File: src/rtl/uart_autobaud.sv
// Automatic baud-rate detector: times a 0x55 sync character on rx and derives
// the baud generator divider as round(T / (8*SAMPLE_RATE)) - 1.
module uart_autobaud #(
    parameter int         SAMPLE_RATE = 24,
    parameter int         CNT_W       = 16,
    parameter int         IDLE_CLKS   = 1024,
    parameter logic [7:0] DEFAULT_CFG = 8'd216
) (
    input  logic       clk,
    input  logic       rst,
    input  logic       start,
    input  logic       abort,
    input  logic       rx,
    output logic [7:0] cfg_out,
    output logic       cfg_valid,
    output logic       done,
    output logic       error,
    output logic       busy
);
    localparam int                IDLE_W    = $clog2(IDLE_CLKS + 1);
    localparam logic [IDLE_W-1:0] IDLE_LAST = IDLE_W'(IDLE_CLKS - 1);
    localparam logic [CNT_W-1:0]  T_MAX     = '1;
    localparam logic [CNT_W:0]    DIVISOR   = (CNT_W+1)'(8 * SAMPLE_RATE);
    localparam logic [CNT_W:0]    ROUNDING  = (CNT_W+1)'(4 * SAMPLE_RATE);
    localparam logic [8:0]        Q_LIMIT   = 9'd257;

    typedef enum logic [2:0] {
        IDLE,
        WAIT_IDLE,
        WAIT_START,
        MEASURE,
        DIVIDE
    } state_e;

    state_e            state_q, state_d;
    logic              rxMeta_q, rxSync_q, rxPrev_q;
    logic [IDLE_W-1:0] idleCnt_q;
    logic [CNT_W-1:0]  tCnt_q;
    logic [2:0]        fallCnt_q;
    logic [CNT_W:0]    rem_q;
    logic [8:0]        quot_q;
    logic [7:0]        cfg_q;
    logic              valid_q, done_q, error_q;

    logic              fallEdge, idleReached, timeout, fourthFall;
    logic              divStep, quotFull, doneSet, errSet;
    logic [CNT_W-1:0]  tNext;

    // Synchronizer flops reset high so a reset never looks like a start edge.
    always_ff @(posedge clk or posedge rst) begin
        if (rst) begin
            rxMeta_q <= 1'b1;
            rxSync_q <= 1'b1;
            rxPrev_q <= 1'b1;
        end else begin
            rxMeta_q <= rx;
            rxSync_q <= rxMeta_q;
            rxPrev_q <= rxSync_q;
        end
    end

    assign fallEdge    = rxPrev_q & ~rxSync_q;
    assign idleReached = rxSync_q && (idleCnt_q == IDLE_LAST);
    assign timeout     = (tCnt_q == T_MAX);
    assign fourthFall  = fallEdge && (fallCnt_q == 3'd3);
    assign divStep     = (rem_q >= DIVISOR);
    assign quotFull    = (quot_q == Q_LIMIT);
    assign tNext       = tCnt_q + 1'b1;

    always_ff @(posedge clk or posedge rst) begin
        if (rst) begin
            state_q <= IDLE;
        end else begin
            state_q <= state_d;
        end
    end

    always_comb begin
        state_d = state_q;
        doneSet = 1'b0;
        errSet  = 1'b0;
        if (abort) begin
            state_d = IDLE;
        end else begin
            case (state_q)
                IDLE: begin
                    if (start) state_d = WAIT_IDLE;
                end
                WAIT_IDLE: begin
                    if (idleReached) state_d = WAIT_START;
                end
                WAIT_START: begin
                    if (fallEdge) state_d = MEASURE;
                end
                MEASURE: begin
                    if (timeout) begin
                        state_d = IDLE;
                        errSet  = 1'b1;
                    end else if (fourthFall) begin
                        state_d = DIVIDE;
                    end
                end
                DIVIDE: begin
                    if (quotFull) begin
                        state_d = IDLE;
                        errSet  = 1'b1;
                    end else if (!divStep) begin
                        state_d = IDLE;
                        if (quot_q == 9'd0) errSet  = 1'b1;
                        else                doneSet = 1'b1;
                    end
                end
                default: state_d = IDLE;
            endcase
        end
    end

    always_comb begin
        busy = (state_q != IDLE);
    end

    // The captured span uses the post-increment count so T equals 8 bit periods exactly.
    always_ff @(posedge clk or posedge rst) begin
        if (rst) begin
            idleCnt_q <= '0;
            tCnt_q    <= '0;
            fallCnt_q <= '0;
            rem_q     <= '0;
            quot_q    <= '0;
            cfg_q     <= DEFAULT_CFG;
            valid_q   <= 1'b0;
            done_q    <= 1'b0;
            error_q   <= 1'b0;
        end else begin
            done_q  <= doneSet;
            error_q <= errSet;
            if (doneSet) begin
                cfg_q   <= quot_q[7:0] - 8'd1;
                valid_q <= 1'b1;
            end
            case (state_q)
                IDLE: begin
                    idleCnt_q <= '0;
                end
                WAIT_IDLE: begin
                    idleCnt_q <= rxSync_q ? idleCnt_q + 1'b1 : '0;
                end
                WAIT_START: begin
                    if (fallEdge) begin
                        tCnt_q    <= '0;
                        fallCnt_q <= '0;
                    end
                end
                MEASURE: begin
                    tCnt_q <= tNext;
                    if (fallEdge) fallCnt_q <= fallCnt_q + 1'b1;
                    if (fourthFall && !timeout) begin
                        rem_q  <= {1'b0, tNext} + ROUNDING;
                        quot_q <= '0;
                    end
                end
                DIVIDE: begin
                    if (divStep && !quotFull) begin
                        rem_q  <= rem_q - DIVISOR;
                        quot_q <= quot_q + 1'b1;
                    end
                end
                default: begin
                    idleCnt_q <= '0;
                end
            endcase
        end
    end

    assign cfg_out   = cfg_q;
    assign cfg_valid = valid_q;
    assign done      = done_q;
    assign error     = error_q;

endmodule
File: config.mk
export PLATFORM = sky130hd
export DESIGN_NAME = uart_autobaud
export DESIGN_NICKNAME = d
export VERILOG_FILES = /design/src/rtl/uart_autobaud.sv
export SDC_FILE = /design/constraint.sdc
export NUM_CORES = 1
export LEC_CHECK = 0
export CORE_MARGIN = 1.5
export CORE_UTILIZATION = 50
export CTS_BUF_LIST = sky130_fd_sc_hd__clkbuf_8
export DETAILED_ROUTE_END_ITERATION = 8
export PLACE_DENSITY = 0.74
export SLEW_MARGIN = 20
export SYNTH_ARGS = -nofsm -noshare
export SYNTH_HDL_FRONTEND = slang
export SYNTH_SLANG_ARGS = --single-unit
File: constraint.sdc
create_clock -name clk -period 2.9 [get_ports clk]
set_clock_uncertainty 0.15 [all_clocks]
set_input_delay 0.58 -clock clk [delete_from_list [all_inputs] [get_ports clk]]
set_output_delay 0.58 -clock clk [all_outputs]
set_load 0.02 [all_outputs]
==> metrics, run 1 <==
setup TNS=0 ns; XOR/XNOR share of the synthesized area=between 6 and 7%; Max IR drop VDD=0.0002443 V; Horiz. Die Dim=approximately 98 um; Starting Density=approximately 52%; site row count=34; initial antenna violation count=0; Simple-Gate Fraction of Synth Area=between 20 and 25%; P_leak=between 2 and 2.5 nW; PD cells=approximately 450 nW/um2; adder-cell share of the synthesized area=around 2.8%; startpoint types=register; min-delay worst type=register to register; Clock transition at path regs=approximately 0.08 ns; layout cells sized above 1=approximately 15%; DP HPWL=around 7.1 mm; gr ovfl total=0; Die H=roughly 98 um; CP Buf/Inv Count=1; sequential share of the synthesized area=between 40% and 50%; post-route minimum period=between 2 and 3 ns; asr flop ratio synth=between 90% and 100%; Num Clock Sinks=73; CTS tree=done; per-cell routed wire length=~16 um; Clock Tree Root=clkbuf_8; number of synthesized flops with an enable pin=0; Yosys cell types=67; first-pass GRT wire length=17.59 mm; crit-path leading delay family=simple AND/OR/NAND/NOR gates; critical path class=register to register; Final Max Slew Viols=0; pre-CTS WS=between 0.15 and 0.2 ns; routability cong.=between 0.9 and 1; Crit. End Element=register; CP max stage cell=dfrtp_1; CP Cell Sequence=ha_2 > and4_1 > and3_1 > mux2_2 > nor4_1 > buf_4 > xor2_1 > a221o_1; Post-CTS Hold Buffers=0; run status=finished clean; mapped cell area=between 4000 and 5000 um2; GR Util All Layers=22.21%; Max Clock Freq=362.1 MHz; mean area per synthesized cell=between 8 and 9 um2; Diodes inserted=0; pin count of the biggest net entering global routing=34; Final nets=540; # H-tree levels=3; final setup vio count=0; Vias/cell=~6; Core ar.=~8700 um2; synth warn=0; largest family of logic cells by synthesized area=simple AND/OR/NAND/NOR gates; critical path fanouts, max=8; post-synthesis compound-gate area fraction=19.93%; CP max stage delay=0.45 ns; worst skew pair latency=about 0.36 ns; post-synthesis mux area share=between 1 and 1.5%; vias in the first global route=between 3k and 4k; leading area contributor after synthesis=dfrtp_1; Hold Fails Final Rpt=0; via count=about 3.9k; IO buf count=16; Starting DRT DRC Count=285; clk buf depth=2; DRT antenna net count=0; Filler cells=slightly above 700; worst-margin pin slew=approximately 0.8 ns; Final period util=between 90 and 100%; synthesis-stage register bit count=73; finished layout cell area=approximately 5000 um2; max-cap violations=0; cell count after synthesis=509; Worst EP required=roughly 3.0 ns; num ports=17; Synth area leaders=dfrtp_1 37%, o21ai_0 5.4%, nand2_1 5.1%, dfstp_2 4.1%, xnor2_1 3.7%; Setup WS post-layout=~0.14 ns; Post-Route WL=~10 mm; full die area=9581 um2; top-area cell type share of the netlist area=around 37%; Placed Area=~4800 um2; cts bufs inserted=9; RSZ-0062 raised after global routing=false; Worst EP arrival=2.85 ns; Pre-antenna DRT Iters=6; Main synth FF type=dfrtp_1; Mapped Nets=about 520; DRC Markers=0; Slew headroom=about 45%; P&R area growth vs syn=12.62%
power by group:
| part | switching (mW) | leakage, nW | internal [mW] | total [mW] |
|---|---|---|---|---|
| Sequential | 0.0449 | 0.980 | 1.06 | 1.11 |
| Clock | 0.408 | 0.119 | 0.513 | 0.921 |
| Combinational | 0.162 | 1.05 | 0.105 | 0.267 |
worst reg2reg max path, delay by kind of cell (launching register included):
| kind | cells | cell delay, ns |
|---|---|---|
| AND/OR/NAND/NOR | 3 | 0.80 |
| multiplexers | 1 | 0.37 |
| AO/OA/AOI/OAI | 1 | 0.31 |
| adder cells (fa/ha/maj) | 1 | 0.30 |
| flip-flops | 1 | 0.45 |
| buffers and inverters | 1 | 0.19 |
| XOR/XNOR | 1 | 0.07 |
area by class of cell:
class | count | area (um2) | area share [%]
multi-input combinational | 394 | 2496 | 49.23
timing repair buffer | 39 | 345.3 | 6.811
clock inverter | 6 | 90.09 | 1.777
inverter | 8 | 30.03 | 0.5923
clock buffer | 10 | 137.6 | 2.715
sequential | 73 | 1836 | 36.20
tap | 108 | 135.1 | 2.665
metrics by stage:
stage | total power, mW | hold WS (ns) | utilization (%) | std cells
after floorplan | 1.297 | 0.1952 | - | 509
after global placement | 1.375 | 0.1987 | 54.91 | 618
after detailed placement | 1.388 | 0.1968 | 54.91 | 618
after CTS | 2.309 | 0.2096 | 57.52 | 634
after global routing | 2.391 | 0.2152 | 58.13 | 638
final | 2.293 | 0.2090 | 58.13 | 638
placed cells by master, fill, tap and decap left out, types with 6 or more instances in the layout:
cell type	instances
dfstp_2	7
nand3_1	26
o31ai_1	7
buf_4	22
and2_1	7
o21ai_0	49
nor3_1	10
inv_1	8
nand4_1	11
dfrtp_1	66
nand2_2	8
nor2_1	39
a21oi_1	12
clkdlybuf4s50_1	16
nor4_1	10
nand2b_1	6
and3_1	6
nand2_1	61
o21ai_2	9
xor2_1	12
ha_1	9
xnor2_1	19
clkbuf_8	10
registers in the layout, summed over array words and instances, names as in the netlist, 3 cells and up:
| register | count |
|---|---|
| cfg_out | 8 |
| fallCnt_q | 3 |
| idleCnt_q | 11 |
| quot_q | 9 |
| rem_q | 17 |
| state_q | 3 |
| tCnt_q | 16 |
cells in the mapped netlist, types with 9 or more instances:
library cell / n
nor3_1: 10
ha_1: 10
a21oi_1: 12
nor4_1: 11
buf_2: 10
dfrtp_1: 66
xnor2_1: 19
xor2_1: 12
nand3_1: 26
nor2_1: 39
nand2_1: 61
nand4_1: 11
o21ai_2: 9
o21ai_0: 49
clkbuf_1: 22
worst paths after layout:
path,startpoint,end,slack [ns],cells past startpoint
min in group asynchronous,rst,cfg_valid,0.49,2
hold reg to reg,rxMeta_q,rxSync_q,0.21,0
hold / removal,rxMeta_q,rxSync_q,0.21,0
setup / recovery,tCnt_q[0],rem_q[12],0.14,8
setup reg to reg,tCnt_q[0],rem_q[12],0.14,8
max in group asynchronous,rst,rem_q[1],1.47,3
kinds of logic (layout without fill, tap and decap cells):
| family | count (synthesis) | in the layout |
|---|---|---|
| muxes | 6 | 6 |
| xor gates and xnor gates | 31 | 31 |
| and+or+nand+nor | 217 | 217 |
| AOI/OAI and AO/OA | 130 | 130 |
| buffers and inverters | 42 | 63 |
| DFF | 73 | 73 |
| adders and majority gates | 10 | 10 |
routing by layer:
layer | wire length (um) | share of wire, % | track usage, %
met1 | 4468 | 44 | 28.45
met2 | 4952 | 49 | 36.82
met4 | 286 | 2.8 | 9.780
met5 | 0 | 0 | 0
met3 | 493 | 4.8 | 4.009
timing repair:
action / CTS / global route
buffers inserted: 0 / 4
endpoints found under the setup margin: 0 / 20
gates resized for setup: 0 / 4
No activity file was read; power rests on OpenSTA's default activity.
==> run 2, diff against run 1 <==
--- a/config.mk
+++ b/config.mk
@@ -9,6 +9,7 @@
 export CORE_UTILIZATION = 50
 export CTS_BUF_LIST = sky130_fd_sc_hd__clkbuf_8
 export DETAILED_ROUTE_END_ITERATION = 8
+export GPL_TIMING_DRIVEN = 0
 export PLACE_DENSITY = 0.74
 export SLEW_MARGIN = 20
 export SYNTH_ARGS = -nofsm -noshare
==> run 2 against run 1 <==
Global-route usage grew 0.90 points. Combinational power is 6% higher. Clock power is 3.0% lower. Sequential cell count is the same. Worst setup slack gained 0.018 ns. Maximum frequency grew 0.64%. Total power down 0.88%. Clock-buffer cell count is 1 lower. Routed wire length grew 3.9%. Critical path type unchanged.
==> metrics, run 2 (synthesis results as in run 1) <==
Final nets=approximately 560; Hold Fails Final Rpt=0; first-pass GRT wire length=17.98 mm; Clock transition at path regs=0.09 ns; pin count of the biggest net entering global routing=55; Setup WS post-layout=around 0.16 ns; final setup vio count=0; Largest register FFs=17; Pre-antenna DRT Iters=5; clk buf depth=2; worst skew pair latency=approximately 0.36 ns; origin of the critical flop-to-flop path=tCnt_q[0]; cts bufs inserted=9; vias in the first global route=~3.7k; Vias/cell=approximately 6.0; CTS tree=done; hold wc startpoint=rxMeta_q; Worst EP arrival=about 2.8 ns; Die H=between 90 and 100 um; r2r endpoint=rem_q[11]; routability cong.=a little under 0.9; post-route minimum period=approximately 2.7 ns; Biggest register=rem_q; Post-Route WL=10.60 mm; PD cells=between 400 and 500 nW/um2; full die area=9581 um2; GR Util All Layers=between 20% and 30%; via count=roughly 3.9k; IO buf count=16; Slew headroom=35.39%; Horiz. Die Dim=97.89 um; FF-to-FF path depth=10; critical path class=register to register; DRT antenna net count=0; P&R area growth vs syn=14.29%; pre-CTS WS=-0.3607 ns; P_leak=roughly 2.2 nW; worst-margin pin slew=0.9671 ns; DP Cell Count=634; Non-Filler Instances=between 600 and 700; DP HPWL=7.409 mm; critical path fanouts, max=8; Worst EP required=~3.0 ns; Crit. End Element=register; WHS Endpoint=rxSync_q; Max IR drop VDD=about 0.00025 V; Final period util=approximately 95%; Num Clock Sinks=73; Starting DRT DRC Count=210; startpoint types=register; commonest non-fill, non-tap cell in the layout=dfrtp_1; Final Util=roughly three fifths; site row count=34; gr ovfl total=0; max-cap violations=0; DRC Markers=0; initial antenna violation count=0; Max Clock Freq=between 300 and 400 MHz; per-cell routed wire length=16.21 um; layout cells sized above 1=roughly 14%; run status=finished clean; Starting Density=between 50% and 60%; Final Max Slew Viols=0; # H-tree levels=3; Diodes inserted=0; Clock Tree Root=clkbuf_8; Core ar.=between 8000 and 9000 um2; num ports=17; worst hold slack=roughly 0.22 ns; R2R Setup Slk=~0.16 ns; Regs by FF count=rem_q x17, tCnt_q x16, idleCnt_q x11; commonest cells after routing, fill and taps aside=66 x dfrtp_1, 61 x nand2_1, 49 x o21ai_0; setup TNS=0 ns; min-delay worst type=register to register; Post-CTS Hold Buffers=0; hold path depth=0
## run 2: layout make-up
class                      instances  area [um2]
timing repair buffer              21       217.7
sequential                        73        1836
clock inverter                     7       95.09
tap                              108       135.1
fill                             749        3576
multi-input combinational        394        2539
buffer                            34       166.4
clock buffer                       9       123.9
inverter                           8       32.53
## run 2: how the worst max path moves through the flow
stage / to / slack [ns] / start / depth (start not counted)
2_1_floorplan: cfg_out[0] / 0.33 / rst / 1
3_3_place_gp: tCnt_q[3] / -0.89 / rst / 2
3_5_place_dp: rem_q[2] / -0.36 / tCnt_q[0] / 8
4_1_cts: rem_q[13] / -0.001 / tCnt_q[0] / 9
5_1_grt: rem_q[13] / -0.03 / tCnt_q[0] / 10
6_report: rem_q[11] / 0.16 / tCnt_q[0] / 10
## run 2: power by group
part / switching, mW / internal [mW]
Combinational: 0.177 / 0.106
Clock: 0.409 / 0.484
Sequential: 0.0364 / 1.06
Total: 0.623 / 1.65
## run 2: critical path, cell delays in order, from the launching register on
cell	delay [ns]
dfrtp_1	0.46
ha_1	0.18
buf_2	0.19
nand4_1	0.10
buf_4	0.17
nor3_4	0.31
buf_4	0.20
nand2_1	0.09
a311oi_4	0.39
xnor2_1	0.13
a221oi_1	0.27
## run 2: metal layers
| layer | wire, um | up-vias | global-route usage (%) |
|---|---|---|---|
| met5 | 0 | - | 0 |
| met4 | 261 | 0 | 9.341 |
| met2 | 5257 | 98 | 37.82 |
| li1 | - | 1905 | - |
| met3 | 420 | 24 | 4.223 |
| met1 | 4661 | 1868 | 30.37 |
## run 2: through the flow
step,total power [mW],instance area (um2)
2_1_floorplan,1.297,4502
3_3_place_gp,1.382,4797
3_5_place_dp,1.398,4827
4_1_cts,2.293,5067
5_1_grt,2.383,5145
6_report,2.273,5145
## run 2: repair_timing
item | CTS | global route
setup endpoints to repair | 22 | 21
gates resized for setup | 3 | 10
setup buffers | 1 | 3
pin swaps | 1 | 2
cloned | 0 | 0
